**src/rtl/i2c_txn_sequencer_pkg.sv**
```systemverilog
// rtl/i2c_txn_sequencer_pkg.sv - shared command codes, state type and tx word helper
package i2c_txn_sequencer_pkg;

  // Command codes understood by the I2C master byte engine
  localparam logic [2:0] k_cmd_start   = 3'b000;
  localparam logic [2:0] k_cmd_wr      = 3'b001;
  localparam logic [2:0] k_cmd_rd      = 3'b010;
  localparam logic [2:0] k_cmd_stop    = 3'b011;
  localparam logic [2:0] k_cmd_restart = 3'b100;

  // Sequencer states
  typedef enum logic [2:0] {
    k_seq_idle,
    k_seq_start,
    k_seq_addr,
    k_seq_wr,
    k_seq_rd,
    k_seq_stop
  } seq_state_t;

  // 9-bit tx word: data byte followed by the ACK slot value the master drives
  function automatic logic [8:0] tx_word(input logic [7:0] data, input logic ack_bit);
    return {data, ack_bit};
  endfunction

endpackage

```
**src/rtl/i2c_cmd_issuer.sv**
```systemverilog
// rtl/i2c_cmd_issuer.sv - command strobe and completion handshake toward the master core
module i2c_cmd_issuer (
  input  logic       clk,
  input  logic       reset_n,
  input  logic       issue,
  input  logic [2:0] cmd,
  input  logic [8:0] din,
  input  logic       wait_done,
  input  logic       m_ready,
  input  logic       m_done_tick,
  output logic       strobe,
  output logic       complete,
  output logic [2:0] m_cmd,
  output logic [8:0] m_din
);

  logic       busy;
  logic       wait_done_q;
  logic [2:0] cmd_q;
  logic [8:0] din_q;

  // A command goes out only when the core is idle and nothing is outstanding.
  // Byte commands finish on done_tick; START/STOP finish when m_ready returns,
  // which the core holds low the cycle after any strobe.
  assign strobe   = issue & m_ready & ~busy;
  assign complete = busy & (wait_done_q ? m_done_tick : m_ready);
  assign m_cmd    = strobe ? cmd : cmd_q;
  assign m_din    = strobe ? din : din_q;

  // Track the outstanding command and hold its code/word until the next issue
  always_ff @(posedge clk or negedge reset_n) begin
    if (!reset_n) begin
      busy        <= 1'b0;
      wait_done_q <= 1'b0;
      cmd_q       <= '0;
      din_q       <= '0;
    end else if (strobe) begin
      busy        <= 1'b1;
      wait_done_q <= wait_done;
      cmd_q       <= cmd;
      din_q       <= din;
    end else if (complete) begin
      busy        <= 1'b0;
    end
  end

endmodule

```
**src/rtl/i2c_txn_sequencer.sv**
```systemverilog
// rtl/i2c_txn_sequencer.sv - transaction-level front end for the I2C master byte engine
module i2c_txn_sequencer
  import i2c_txn_sequencer_pkg::*;
#(
  parameter int LEN_W = 8
) (
  input  logic             clk,
  input  logic             reset_n,
  input  logic             req_valid,
  output logic             req_ready,
  input  logic [6:0]       req_addr,
  input  logic             req_rw,
  input  logic [LEN_W-1:0] req_len,
  input  logic [7:0]       wdata,
  input  logic             wdata_valid,
  output logic             wdata_ready,
  output logic [7:0]       rdata,
  output logic             rdata_valid,
  output logic             txn_done,
  output logic             txn_nack,
  output logic [2:0]       m_cmd,
  output logic [8:0]       m_din,
  output logic             m_wr_i2c,
  input  logic             m_ready,
  input  logic             m_done_tick,
  input  logic             m_ack,
  input  logic [7:0]       m_dout
);

  seq_state_t       state, state_next;
  logic [6:0]       addr_q;
  logic             rw_q;
  logic [LEN_W-1:0] len_q;
  logic [LEN_W-1:0] cnt;
  logic             last_byte;

  logic             issue;
  logic [2:0]       issue_cmd;
  logic [8:0]       issue_din;
  logic             issue_wait_done;
  logic             strobe;
  logic             complete;

  assign last_byte   = (cnt == LEN_W'(1));
  assign req_ready   = (state == k_seq_idle);
  assign m_wr_i2c    = strobe;
  assign wdata_ready = (state == k_seq_wr) & strobe;
  assign txn_done    = (state == k_seq_stop) & complete;

  i2c_cmd_issuer u_issuer (
    .clk         (clk),
    .reset_n     (reset_n),
    .issue       (issue),
    .cmd         (issue_cmd),
    .din         (issue_din),
    .wait_done   (issue_wait_done),
    .m_ready     (m_ready),
    .m_done_tick (m_done_tick),
    .strobe      (strobe),
    .complete    (complete),
    .m_cmd       (m_cmd),
    .m_din       (m_din)
  );

  // State register
  always_ff @(posedge clk or negedge reset_n) begin
    if (!reset_n) state <= k_seq_idle;
    else          state <= state_next;
  end

  // Next state and the command requested of the issuer in each state
  always_comb begin
    state_next      = state;
    issue           = 1'b0;
    issue_cmd       = k_cmd_start;
    issue_din       = '0;
    issue_wait_done = 1'b0;
    case (state)
      k_seq_idle: begin
        if (req_valid) state_next = k_seq_start;
      end
      k_seq_start: begin
        issue     = 1'b1;
        issue_cmd = k_cmd_start;
        if (complete) state_next = k_seq_addr;
      end
      k_seq_addr: begin
        issue           = 1'b1;
        issue_cmd       = k_cmd_wr;
        issue_din       = tx_word({addr_q, rw_q}, 1'b1);
        issue_wait_done = 1'b1;
        if (complete) begin
          if (m_ack || len_q == '0) state_next = k_seq_stop;
          else if (rw_q)            state_next = k_seq_rd;
          else                      state_next = k_seq_wr;
        end
      end
      k_seq_wr: begin
        // The idle core holds the bus, so waiting on wdata is unbounded
        issue           = wdata_valid;
        issue_cmd       = k_cmd_wr;
        issue_din       = tx_word(wdata, 1'b1);
        issue_wait_done = 1'b1;
        if (complete && (m_ack || last_byte)) state_next = k_seq_stop;
      end
      k_seq_rd: begin
        // Master ACKs every byte but the last, which it NACKs
        issue           = 1'b1;
        issue_cmd       = k_cmd_rd;
        issue_din       = tx_word(8'hFF, last_byte);
        issue_wait_done = 1'b1;
        if (complete && last_byte) state_next = k_seq_stop;
      end
      k_seq_stop: begin
        issue     = 1'b1;
        issue_cmd = k_cmd_stop;
        if (complete) state_next = k_seq_idle;
      end
      default: state_next = k_seq_idle;
    endcase
  end

  // Request capture, byte counter, NACK flag and read data
  always_ff @(posedge clk or negedge reset_n) begin
    if (!reset_n) begin
      addr_q      <= '0;
      rw_q        <= 1'b0;
      len_q       <= '0;
      cnt         <= '0;
      txn_nack    <= 1'b0;
      rdata       <= '0;
      rdata_valid <= 1'b0;
    end else begin
      rdata_valid <= 1'b0;
      case (state)
        k_seq_idle: begin
          if (req_valid) begin
            addr_q   <= req_addr;
            rw_q     <= req_rw;
            len_q    <= req_len;
            txn_nack <= 1'b0;
          end
        end
        k_seq_addr: begin
          if (complete) begin
            if (m_ack) txn_nack <= 1'b1;
            else       cnt      <= len_q;
          end
        end
        k_seq_wr: begin
          if (complete) begin
            cnt <= cnt - LEN_W'(1);
            if (m_ack) txn_nack <= 1'b1;
          end
        end
        k_seq_rd: begin
          if (complete) begin
            cnt         <= cnt - LEN_W'(1);
            rdata       <= m_dout;
            rdata_valid <= 1'b1;
          end
        end
        default: ;
      endcase
    end
  end

endmodule

```
**config.mk**
```make
export PLATFORM = sky130hd
export DESIGN_NAME = i2c_txn_sequencer
export DESIGN_NICKNAME = d
export VERILOG_FILES = /design/src/rtl/i2c_txn_sequencer_pkg.sv /design/src/rtl/i2c_cmd_issuer.sv /design/src/rtl/i2c_txn_sequencer.sv
export SDC_FILE = /design/constraint.sdc
export NUM_CORES = 1
export LEC_CHECK = 0
export CORE_MARGIN = 2
export CORE_UTILIZATION = 38
export DETAILED_ROUTE_END_ITERATION = 10
export PLACE_DENSITY = 0.76
export SETUP_SLACK_MARGIN = 0.4
export SKIP_LAST_GASP = 1
export SYNTH_ARGS = -nofsm -noshare
export SYNTH_HDL_FRONTEND = slang
export SYNTH_SLANG_ARGS = --single-unit
```
**constraint.sdc**
```tcl
create_clock -name clk -period 1.7 [get_ports clk]
set_input_delay 0.17 -clock clk [delete_from_list [all_inputs] [get_ports clk]]
set_output_delay 0.17 -clock clk [all_outputs]
set_load 0.03 [all_outputs]
```
==> impl_metrics.ini <==
[run_status]
outcome = complete, but fails checks
failed_checks = negative setup slack

[clock_tree]
clkLatencyLatePin_ns = 0.32
clock-sinks = 51
cts-htree-levels = 2
clock_tree.buffer_depth = 2
cts_tree = built
cts_buffers = 5
root_buffer = clkbuf_8
clkTransAtPathRegs_ns = 0.10

[routing]
vias = 2303
first_pass_iters = 4
detail_route.wirelength_um = 7850
routed_via_density = 5.39
ant_nets = 0
drt-initial-drc-count = 137
wire_per_inst_um = 18.4
drc = 0

[placement]
port_buffers = 64
gp_congestion = 0.831
pre_cts_ws_ns = -0.573
dp_hpwl_um = 4760

[global_routing]
grt_usage_pct = 21.7
grt_pass1_vias = 2549
grt_first_pass_wirelength_um = 12600
gr-total-overflow = 0
grt_max_degree = 22
antenna_found_initial = 0

[timing]
maxSlewViolCount = 0
tightest_slew_ns = 0.472
rsz0062_at_grt = yes
fin_ws_ns = -0.392
slew_headroom_pct = 68.6
max_freq_mhz = 478
finalCritPeriodShare_pct = 123
hold_viol_final = 0
min_period_ns = 2.09
finalClockSkew_ns = 0.00859
setup_viol = 51

[critical_path]
endpoint_kind = output port
cp_max_fo = 4
required_ns = 1.53
start_kind = flip-flop
crit_arrival_ns = 1.92
worstSetupPathType = flip-flop to output port

[yosys]
muxShareOfSynthArea_pct = 19.4
syn_avg_cell_area_um2 = 11.8
syn_area_um2 = 2560
syn_inst = 217
synthAdderAreaFrac_pct = 0.979
async_flop_share_pct = 100
synth_top_family_by_area = multiplexers
synth_cell_types = 47
synth_xor_area_share_pct = 0
ys_warn_count = 0
synth_nets = 258
synth_ff_type = dfrtp_1
seq_area_frac_synth_pct = 49.9
synth-edff-count = 0
synth-seq-cells = 51
synth_compound_area_share_pct = 14.4
synth_simple_gate_area_share_pct = 11.2

[cells_and_area]
drive_above_1_share_pct = 50.6
fin_nets = 390
antenna_cells = 0
utilization_pct = 68.9
syn_to_final_growth_pct = 73.2

[power]
vdd_drop_max_v = 0.00121
p_clk_share_pct = 11.9
p_leak_nw = 2.04
intPower_mw = 5.08
p_per_area_nw_per_um2 = 1900
p_sw_share_pct = 39.4
seq_power_share_pct = 25.8
combPwrFrac_pct = 62.3
p_switching_mw = 3.31

[floorplanning]
pin_count = 65
core.rowCount = 29
core_um2 = 6420
fp.dieW_um = 86.0
start_util_pct = 39.8
fp.dieArea_um2 = 7400
die_height_um = 86.0

[run]
cap_viol_max_count = 0

[min_path]
hold_path_class = input pin to asynchronous set/reset pin
[worst paths after layout]
| kind | startpoint | endpoint | slack, ns | cells after the start |
|---|---|---|---|---|
| max in group asynchronous | reset_n | len_q[5] | 0.75 | 3 |
| setup / recovery | state[2] | m_din[7] | -0.39 | 5 |
| hold reg to reg | u_issuer.cmd_q[2] | u_issuer.cmd_q[2] | 0.50 | 1 |
| hold / removal | reset_n | txn_nack | 0.35 | 2 |
| min in group clk | req_rw | rw_q | 0.40 | 3 |
| setup reg to reg | state[0] | state[2] | -0.35 | 9 |
[power groups by stage]
stage               registers [mW]  logic [mW]  clock network, mW
floorplan                     2.27        2.68                  0
global placement              2.12        4.10                  0
detailed placement            2.14        4.18                  0
CTS                           2.14        4.91               1.00
global route                  2.23        5.52               1.08
finish                        2.16        5.23               1.00
[per-stage QoR]
step | cells | cell area, µm² | hold WS (ns) | setup TNS, ns | power, mW
3_3_place_gp | 383 | 3710 | 0.149 | -8.92 | 6.22
3_5_place_dp | 383 | 3710 | 0.144 | -10.46 | 6.32
6_report | 427 | 4430 | 0.354 | -11.13 | 8.39
4_1_cts | 420 | 4300 | 0.351 | -9.69 | 8.05
5_1_grt | 427 | 4430 | 0.383 | -13.66 | 8.82
2_1_floorplan | 217 | 2810 | -0.126 | -0.320 | 4.95
[routing by layer]
layer  vias up  global-route usage, %  part of all wire (%)
met3        12                   3.56                   5.0
met2        67                   37.4                    53
met1      1157                   26.9                    40
met5         -                      0                     0
met4         0                   9.24                   2.0
li1       1067                      -                     -
[Yosys cell counts, types with 4 or more instances]
cell type / count / area share [%]
o2bb2ai_1: 5 / 1.7
dfrtp_1: 51 / 50
o211ai_1: 6 / 1.8
nor2_1: 10 / 1.5
mux2_2: 33 / 15
mux2i_1: 9 / 3.5
a21oi_1: 10 / 2.0
o21ai_0: 11 / 2.2
nand3_1: 6 / 1.2
nand2b_1: 4 / 0.98
inv_1: 7 / 1.0
nand2_1: 6 / 0.88
[sequential cells by signal, indices dropped and copies added (netlist names)]
signal and flops:
addr_q 7, cnt 8, len_q 8, rdata 8, rdata_valid 1, rw_q 1, state 3, txn_nack 1
u_issuer.busy 1, u_issuer.cmd_q 3, u_issuer.din_q 9, u_issuer.wait_done_q 1
[critical path, stage by stage (launching register included)]
cell and delay [ns]:
dfrtp_2 0.44, or3_4 0.42, nand4_4 0.15, buf_6 0.11, mux2_4 0.30, buf_4 0.17
[cell type report]
type	count	area, µm²
fillers	426	1990
multi-input cells	149	1530
repair buffers	133	1350
flip-flops and latches	51	1280
well taps	77	96.3
clock buffers	6	72.6
clock inverters	2	60.1
inverters	9	45.0
[cell families (layout without fill, tap and decap cells)]
family / count (synthesis) / in the layout
AO/OA/AOI/OAI: 52 / 53
adder cells (fa/ha/maj): 2 / 2
AND/OR/NAND/NOR: 47 / 49
buffers and inverters: 20 / 150
flip-flops: 51 / 51
multiplexers: 45 / 45
[layout by cell type (no fill, tap or decap), types with 7 or more instances in the layout]
cell             Yosys  final
o21ai_0             11      8
mux2i_1              9      8
buf_6                2     37
clkdlybuf4s50_1      0     36
dfrtp_1             51     50
buf_4                3     39
mux2_2              33      8
dlygate4sd2_1        0     10
nor2_1              10      7
mux2_4               0     28
[what timing repair did]
action,4_1_cts,5_1_grt
setup endpoints to repair,75,68
pin swaps,13,9
endpoints found under the hold margin,19,0
cloned,5,0
hold buffers,1,0
gates resized for setup,107,24
buffers inserted,23,7
Note: power is estimated with default switching activity, not from simulation.
